File: config.mk
export PLATFORM = sky130hd
export DESIGN_NAME = quad_decoder
export DESIGN_NICKNAME = d
export VERILOG_FILES = /design/src/rtl/quad_decoder.sv
export SDC_FILE = /design/constraint.sdc
export NUM_CORES = 1
export LEC_CHECK = 0
export BUFFER_PORTS_ARGS = -buffer_cell sky130_fd_sc_hd__buf_2
export CAP_MARGIN = 20
export CORE_MARGIN = 2
export CORE_UTILIZATION = 59
export DETAILED_ROUTE_END_ITERATION = 8
export PLACE_DENSITY = 0.91
export SETUP_SLACK_MARGIN = 0.3
export SLEW_MARGIN = 10
export SYNTH_ARGS = -nofsm -noshare
export SYNTH_HDL_FRONTEND = slang
export SYNTH_SLANG_ARGS = --single-unit
File: constraint.sdc
create_clock -name clk -period 3.6 [get_ports clk]
set_input_delay 0.72 -clock clk [delete_from_list [all_inputs] [get_ports clk]]
set_output_delay 0.72 -clock clk [all_outputs]
set_load 0.03 [all_outputs]
File: src/rtl/quad_decoder.sv
// Quadrature encoder front end: synchronizes and glitch-filters A/B/index,
// then turns Gray-code steps and index edges into counter enable/up/load strobes.
module quad_decoder #(
    parameter int SYNC_STAGES = 2,
    parameter int FILT_CYCLES = 4
) (
    input  logic clk,
    input  logic reset_n,
    input  logic a_in,
    input  logic b_in,
    input  logic idx_in,
    input  logic idx_en,
    input  logic err_clr,
    output logic enable,
    output logic up,
    output logic load,
    output logic err,
    output logic ready
);

    localparam int CW     = $clog2(FILT_CYCLES + 1);
    localparam int SETTLE = SYNC_STAGES + FILT_CYCLES + 1;
    localparam int SW     = $clog2(SETTLE + 1);
    localparam logic [CW-1:0] FILT_LAST   = CW'(FILT_CYCLES - 1);
    localparam logic [SW-1:0] SETTLE_LAST = SW'(SETTLE - 1);

    typedef enum logic {
        INIT  = 1'b0,
        TRACK = 1'b1
    } state_t;

    state_t        state;
    state_t        state_next;
    logic [2:0]    sync_q [SYNC_STAGES];
    logic [2:0]    synced;
    logic [CW-1:0] filt_cnt [3];
    logic [2:0]    filt_q;
    logic [2:0]    prev_q;
    logic [SW-1:0] settle_cnt;
    logic [SW-1:0] settle_next;
    logic          enable_next;
    logic          up_next;
    logic          load_next;
    logic          err_next;
    logic          step;
    logic          dir_up;
    logic          illegal;
    logic          idx_rise;

    // Channel bit order everywhere is {idx, b, a}.
    assign synced   = sync_q[SYNC_STAGES-1];
    assign idx_rise = filt_q[2] & ~prev_q[2];
    assign ready    = (state == TRACK);

    always_ff @(posedge clk or negedge reset_n) begin
        if (!reset_n) begin
            for (int i = 0; i < SYNC_STAGES; i++) begin
                sync_q[i] <= '0;
            end
        end else begin
            sync_q[0] <= {idx_in, b_in, a_in};
            for (int i = 1; i < SYNC_STAGES; i++) begin
                sync_q[i] <= sync_q[i-1];
            end
        end
    end

    // A new level is accepted only after FILT_CYCLES consecutive mismatches.
    always_ff @(posedge clk or negedge reset_n) begin
        if (!reset_n) begin
            filt_q <= '0;
            for (int c = 0; c < 3; c++) begin
                filt_cnt[c] <= '0;
            end
        end else begin
            for (int c = 0; c < 3; c++) begin
                if (synced[c] == filt_q[c]) begin
                    filt_cnt[c] <= '0;
                end else if (filt_cnt[c] == FILT_LAST) begin
                    filt_q[c]   <= synced[c];
                    filt_cnt[c] <= '0;
                end else begin
                    filt_cnt[c] <= filt_cnt[c] + CW'(1);
                end
            end
        end
    end

    always_comb begin
        step    = 1'b0;
        dir_up  = up;
        illegal = 1'b0;
        case ({prev_q[0], prev_q[1], filt_q[0], filt_q[1]})
            4'b00_10, 4'b10_11, 4'b11_01, 4'b01_00: begin
                step   = 1'b1;
                dir_up = 1'b1;
            end
            4'b10_00, 4'b11_10, 4'b01_11, 4'b00_01: begin
                step   = 1'b1;
                dir_up = 1'b0;
            end
            4'b00_11, 4'b11_00, 4'b10_01, 4'b01_10: illegal = 1'b1;
            default: ;
        endcase
    end

    // INIT lets the synchronizers and filters settle so a level present at
    // reset release is absorbed into prev instead of decoding as a step.
    always_comb begin
        state_next  = state;
        settle_next = settle_cnt;
        enable_next = 1'b0;
        load_next   = 1'b0;
        up_next     = up;
        err_next    = err;
        case (state)
            INIT: begin
                if (settle_cnt == SETTLE_LAST) begin
                    state_next = TRACK;
                end else begin
                    settle_next = settle_cnt + SW'(1);
                end
            end
            TRACK: begin
                if (err_clr) begin
                    err_next = 1'b0;
                end
                if (illegal) begin
                    err_next = 1'b1;
                end
                if (step) begin
                    enable_next = 1'b1;
                    up_next     = dir_up;
                end
                if (idx_en && idx_rise) begin
                    enable_next = 1'b1;
                    load_next   = 1'b1;
                end
            end
            default: state_next = INIT;
        endcase
    end

    always_ff @(posedge clk or negedge reset_n) begin
        if (!reset_n) begin
            state      <= INIT;
            settle_cnt <= '0;
            prev_q     <= '0;
            enable     <= 1'b0;
            up         <= 1'b1;
            load       <= 1'b0;
            err        <= 1'b0;
        end else begin
            state      <= state_next;
            settle_cnt <= settle_next;
            prev_q     <= filt_q;
            enable     <= enable_next;
            up         <= up_next;
            load       <= load_next;
            err        <= err_next;
        end
    end

endmodule

Word level (Yosys, flattened, before mapping)
Index checks and enable logic that the tools add are counted.
- $add $sub $neg: 4
- equality and inequality tests: 19
- muxes and demuxes: 18
- bitwise operators: 7
- reduce and logical (&&, ||, !) cells: 13
- operator list (cell ; number):
    equality test 4 bit (second input constant) ; 6
    two-way mux 3 bit ; 6
    adder 3 x 1 -> 3 bit (second input constant) ; 4
    equality test 4 x 3 -> 1 bit (second input constant) ; 3
    OR reduction 4 bit ; 3
    two-way mux 1 bit ; 11
    AND reduction 2 bit ; 5
    equality test 3 x 2 -> 1 bit (second input constant) ; 3
    equality test 4 x 2 -> 1 bit (second input constant) ; 2
    OR reduction 8 bit ; 1
    NOT 1 bit ; 6
    equality test 4 x 1 -> 1 bit (second input constant) ; 1
    nonzero test 2 bit ; 2
    equality test 1 bit ; 3
    equality test 3 bit (second input constant) ; 1
    AND reduction 3 bit ; 1
    case mux 1 bit (2 select lines) ; 1
    bitwise AND 1 bit ; 1
    logical AND 1 bit ; 1
- flip-flop bits (word level): 29
- bits of input ports: 7
- output and inout bits: 5
- logic and storage cells: 76

Longest topological paths before layout
Gate-level depths: netlist of run 1.
- depth after elaboration: 6
- mapped depth: 6
- gate-level depth less buffers: 6

Least setup slack after synthesis of run 1
OpenSTA, ideal clock, no wires.
- path type: register to output
- start: register up
- end: output port up
- arrival time: 0.602 ns
- setup slack: 2.278 ns
- stages on the path, launching flop included: 1
- path buffers: 0
- cells stage by stage: dfstp_2
- RTL lines (element ; line ; source):
    from (decl) ; 15 ; output logic up,
    from (signal assigned) ; 158 ; up <= up_next;
No word-level cell between the ends.

Worst setup path after layout of run 1
- start: register up
- end: output port up
No word-level cell between the ends.

==> flow_summary.yaml, run 1 <==
timing:
  drv_slew: 0
  finalSetupViolations: 0
  fmax_mhz: 567
  period_minus_slack_ps: 1760
  finalHoldViolCount: 0
  rsz0062_at_grt: "no"
  tightest_slew_ps: 596
  fin_skew_ps: 8.14
  tns_ps: 0
  slew_headroom_pct: 60.3
  timing.final.crit_share_pct: 49.0
grt:
  overflow: 0
  gr-usage-all-layers_pct: 16.8
  grt_max_degree: 30
  antenna_found_initial: 0
  grt_pass1_vias: 543
  grt_pass1_wl_um: 2240
worst_setup_path:
  cp_top_family: "flip-flops"
  r2r_slack_ps: 2370
  cp_num_buf_inv: 1
  cp.arrival_ps: 1040
  end_kind: "output port"
  max_stage_delay_ps: 540
  crit_chain: "buf_2"
  crit_fanout: 3
  crit_required_ps: 2880
  slowest_stage: "dfstp_2"
  reg2regPathDepth: 3
  worstSetupPathType: "reg -> out"
  r2r-end: "filt_q[0]$_DFFE_PN0P_"
  critPathLaunchType: "flip-flop"
  r2r-start: "filt_cnt[6]$_DFF_PN0_"
floorplanning:
  start_util_pct: 62.3
  dieArea_um2: 2160
  core-area_um2: 1710
  rows: 15
  die_y_um: 46.5
  die_x_um: 46.5
  io_pins: 12
status:
  outcome: "finished, final reports clean"
yosys:
  synth_area_per_cell_um2: 14.6
  yosys-top-cells-area: "dfrtp_1 (66%), ha_1 (5.9%), xnor2_1 (5.8%)"
  seq_area_frac_synth_pct: 68.4
  yosys.area.top_type_share_pct: 65.9
  synth_cell_types: 17
  syn_area_um2: 1060
  synth-seq-cells: 29
  yosys_warnings: 0
  syn_nets: 85
  synth_area_leader_cell: "dfrtp_1"
  syn_inst: 73
clock_tree:
  cts_tree: "done"
  cts_buffer_depth: 2
  clock-sinks: 29
  path_clk_slew_ps: 90
  post-cts-setup-buffers: 0
  cts_hold_buffers: 0
  cts-resized-gates: 0
  cts_root_buf: "clkbuf_4"
  clock_latency_ps: 310
  htreeDepth: 2
  numCtsBuffers: 5
hold_path:
  hp-class: "reg -> reg"
  worst_hold_startpoint: "sync_q[3]$_DFF_PN0_"
  hold_path_end: "synced[0]$_DFF_PN0_"
  min_path_cells: 0
cells_and_area:
  final_area_um2: 1200
  fin_nets: 103
  n_antenna_cell: 0
  syn_to_final_growth_pct: 12.9
  drive_gt1_share_pct: 20.7
  fin_cells: 117
placed_design:
  dp_cells: 109
  dpl_cell_area_um2: 1150
  io_buffers: 11
  place_congestion: 0.729
  dpl.hpwl_um: 1020
routing:
  drtAntennaViolNets: 0
  dr.pass1.iters: 4
  avgRoutedWirePerCell_um: 11.8
  drc_errors: 0
  avgViaCountPerCell: 4.82
  route.vias.total: 564
  routed_wl_um: 1380
  drtIter0Drc: 7
job:
  drv_cap: 0
power:
  p_per_area_nw_per_um2: 765
  peakVddDrop_mv: 0.531
  p_leak_nw: 0.574
[stage by stage]
stage | utilization [%] | setup slack (ps) | power [mW] | hold WS (ps)
2_1_floorplan | - | 2280 | 0.685 | 331
3_3_place_gp | 67.3 | 2180 | 0.736 | 334
3_5_place_dp | 67.3 | 2180 | 0.758 | 338
4_1_cts | 70.3 | 1820 | 0.934 | 357
5_1_grt | 70.3 | 1790 | 0.995 | 362
6_report | 70.3 | 1840 | 0.919 | 354
[power breakdown]
part / switching, mW / total (mW) / leakage [nW] / internal, mW
sequential: 0.0590 / 0.475 / 0.349 / 0.416
combinational: 0.141 / 0.269 / 0.192 / 0.129
clock: 0.100 / 0.174 / 0.0320 / 0.0742
total: 0.300 / 0.919 / 0.574 / 0.619
[synth_stat cells, drive strengths merged]
library cell and instances:
a21o 1, a21oi 2, a32o 1, and4b 1, dfrtp 28, dfstp 1
ha 5, inv 3, mux2 3, nand2 3, nor2b 4, nor3 3
nor3b 5, o21ai 3, xnor2 7, xor2 3
[final cells by class]
class | instances | area [µm²]
repair buffers | 11 | 55.1
clock inverters | 2 | 10.0
flip-flops and latches | 29 | 727
inverters | 3 | 11.3
multi-input cells | 41 | 325
fillers | 130 | 507
clock buffers | 6 | 41.3
well taps | 25 | 31.3
[worst max-delay path by stage]
stage,startpoint,end,cells after the start
after floorplan,up$_DFFE_PN1P_,up,0
after global placement,up$_DFFE_PN1P_,up,1
after detailed placement,up$_DFFE_PN1P_,up,1
after CTS,up$_DFFE_PN1P_,up,1
after global routing,up$_DFFE_PN1P_,up,1
final,up$_DFFE_PN1P_,up,1
[cells in the final DEF (no fill, tap or decap)]
cell type and instances:
a32o_1 1, a21oi_1 2, clkbuf_4 5, xnor2_1 7
nor3_1 3, o21ai_0 1, dfstp_2 1, nor3b_1 5
and4b_1 1, inv_1 3, mux2_1 3, clkinv_2 2
a21o_1 1, clkbuf_1 1, buf_2 11, nand2_1 3
o21ai_1 2, ha_1 5, dfrtp_1 28, nor2b_1 4
xor2_1 3
[kinds of logic after synthesis]
logic type      count (synthesis)  share of synthesized area (%)
compound gates                  7                           4.00
xor+xnor                       10                           8.24
fa+ha+maj                       5                           5.88
buf+inv                         3                           1.06
flops                          29                           68.4
mux                             3                           3.18
simple gates                   16                           9.29
[metal layers]
layer | vias up | global-route usage (%) | part of all wire (%)
met5 | - | 0 | 0
met4 | 0 | 10.3 | 1.3
met3 | 2 | 9.41 | 5.9
met2 | 16 | 22.2 | 45
met1 | 264 | 21.2 | 48
li1 | 282 | - | -
[sequential cells by signal, indices dropped and copies added (netlist names)]
register and cells:
enable 1, err 1, sync_q 3, ready 1
prev_q 3, load 1, filt_cnt 9, synced 3
filt_q 3, up 1, settle_cnt 3
Note: power is estimated with default switching activity, not from simulation.
==> run 2, diff against run 1 <==
- CORE_UTILIZATION: 59 -> 54
- PLACE_DENSITY: 0.91 -> 0.85
- clock period: 3.6 -> 1.77 ns (I/O delays scaled with it)
==> run 2 against run 1 <==
  * Clock-buffer cell count rose by 1
  * Final cell count increased by 1.7%
  * Global-route usage is 1.5 points lower
  * Wire length grew 7.2%
  * Core utilization is 6.0 points lower
  * Critical path type unchanged
  * Sequential power rose by 100%
==> flow_summary.yaml, run 2 (synthesis results as in run 1) <==
floorplanning:
  dieArea_um2: 2340
  io_pins: 12
  start_util_pct: 55.9
  die_x_um: 48.4
  core-area_um2: 1900
  die_y_um: 48.4
  rows: 16
status:
  outcome: "finished, final reports clean"
power:
  p_per_area_nw_per_um2: 1610
  peakVddDrop_mv: 0.868
  fin_total_pwr_mw: 1.97
  p_leak_nw: 0.583
timing:
  slew_headroom_pct: 59.8
  fin_skew_ps: 11.8
  finalSetupViolations: 0
  timing.final.crit_share_pct: 78.8
  tns_ps: 0
  rsz0062_at_grt: "no"
  drv_slew: 0
  period_minus_slack_ps: 1400
  tightest_slew_ps: 603
  fmax_mhz: 717
  finalHoldViolCount: 0
worst_setup_path:
  worstSetupPathType: "reg -> out"
  critPathLaunchType: "flip-flop"
  worst-path-stages: 1
  r2r_slack_ps: 530
  slowest_stage: "dfstp_2"
  crit_required_ps: 1420
  crit_fanout: 3
  crit_chain: "buf_2"
  max_stage_delay_ps: 540
  r2r-end: "filt_q[1]$_DFFE_PN0P_"
  end_kind: "output port"
  cp.arrival_ps: 1040
  r2r-start: "filt_cnt[3]$_DFF_PN0_"
  reg2regPathDepth: 3
  cp_num_buf_inv: 1
  cp_top_family: "flip-flops"
hold_path:
  hp-class: "in -> async"
grt:
  grt_pass1_wl_um: 2570
  grt_pass1_vias: 597
  antenna_found_initial: 0
  gr-usage-all-layers_pct: 15.3
  grt_max_degree: 30
  overflow: 0
placed_design:
  dpl_cell_area_um2: 1150
  dpl.hpwl_um: 1020
  io_buffers: 11
  place_congestion: 0.740
cells_and_area:
  post-route-util_pct: 64.3
  final_area_um2: 1220
  final_common_cell: "dfrtp_1"
  final_cell_mix: "dfrtp_1 (27), buf_2 (11), xnor2_1 (7)"
  fin_nets: 103
  largest_register_ff_count: 9
  regMostFlops: "filt_cnt"
  fillCellCount: 143
  syn_to_final_growth_pct: 15.1
  drive_gt1_share_pct: 22.8
  n_antenna_cell: 0
clock_tree:
  numCtsBuffers: 5
  htreeDepth: 2
  cts_root_buf: "clkbuf_4"
  cts_buffer_depth: 2
  clock_latency_ps: 320
  post-cts-setup-buffers: 0
  path_clk_slew_ps: 100
  clock-sinks: 29
  cts_tree: "done"
routing:
  avgRoutedWirePerCell_um: 12.4
  drtIter0Drc: 9
  route.vias.total: 572
  drtAntennaViolNets: 0
  dr.pass1.iters: 4
  avgViaCountPerCell: 4.81
  routed_wl_um: 1480
  drc_errors: 0
job:
  drv_cap: 0
[run 2: stage by stage]
stage | instances | worst slack (ps) | hold slack (ps)
3_5_place_dp | 111 | 554 | 336
4_1_cts | 119 | 357 | 44.2
5_1_grt | 119 | 320 | 71.7
2_1_floorplan | 73 | 645 | 58.4
3_3_place_gp | 111 | 582 | 333
6_report | 119 | 375 | 34.4
[run 2: how the worst max path moves through the flow]
stage / startpoint / to / slack [ps]
floorplan: filt_cnt[6]$_DFF_PN0_ / filt_q[0]$_DFFE_PN0P_ / 640
finish: up$_DFFE_PN1P_ / up / 370
CTS: up$_DFFE_PN1P_ / up / 360
detailed placement: filt_cnt[3]$_DFF_PN0_ / filt_q[1]$_DFFE_PN0P_ / 550
global placement: filt_cnt[3]$_DFF_PN0_ / filt_q[1]$_DFFE_PN0P_ / 580
global route: up$_DFFE_PN1P_ / up / 320
[run 2: final cells by class]
cell class / instances / area (µm²) / share of cell area (%)
Tap cell: 27 / 33.8 / 2.76
Clock inverter: 1 / 5.00 / 0.409
Timing Repair Buffer: 11 / 55.1 / 4.50
Inverter: 3 / 11.3 / 0.920
Sequential cell: 29 / 728 / 59.5
Clock buffer: 7 / 65.1 / 5.32
Multi-Input combinational cell: 41 / 325 / 26.6
[run 2: per-layer routing]
| metal | part of all wire [%] | vias to the layer above | global-route usage (%) |
|---|---|---|---|
| li1 | - | 283 | - |
| met3 | 4.8 | 2 | 5.86 |
| met4 | 0.95 | 0 | 8.57 |
| met2 | 50 | 14 | 24.1 |
| met1 | 45 | 273 | 18.1 |
| met5 | 0 | - | 0 |
[run 2: repair_timing]
action / in CTS / in global routing
hold buffers: 0 / 0
setup endpoints to repair: 0 / 1
gates resized for setup: 0 / 1
[run 2: power breakdown]
group	leakage, nW	switching, mW	internal, mW
clock	0.0413	0.218	0.230
combinational	0.192	0.289	0.264
sequential	0.349	0.124	0.847
total	0.583	0.631	1.34
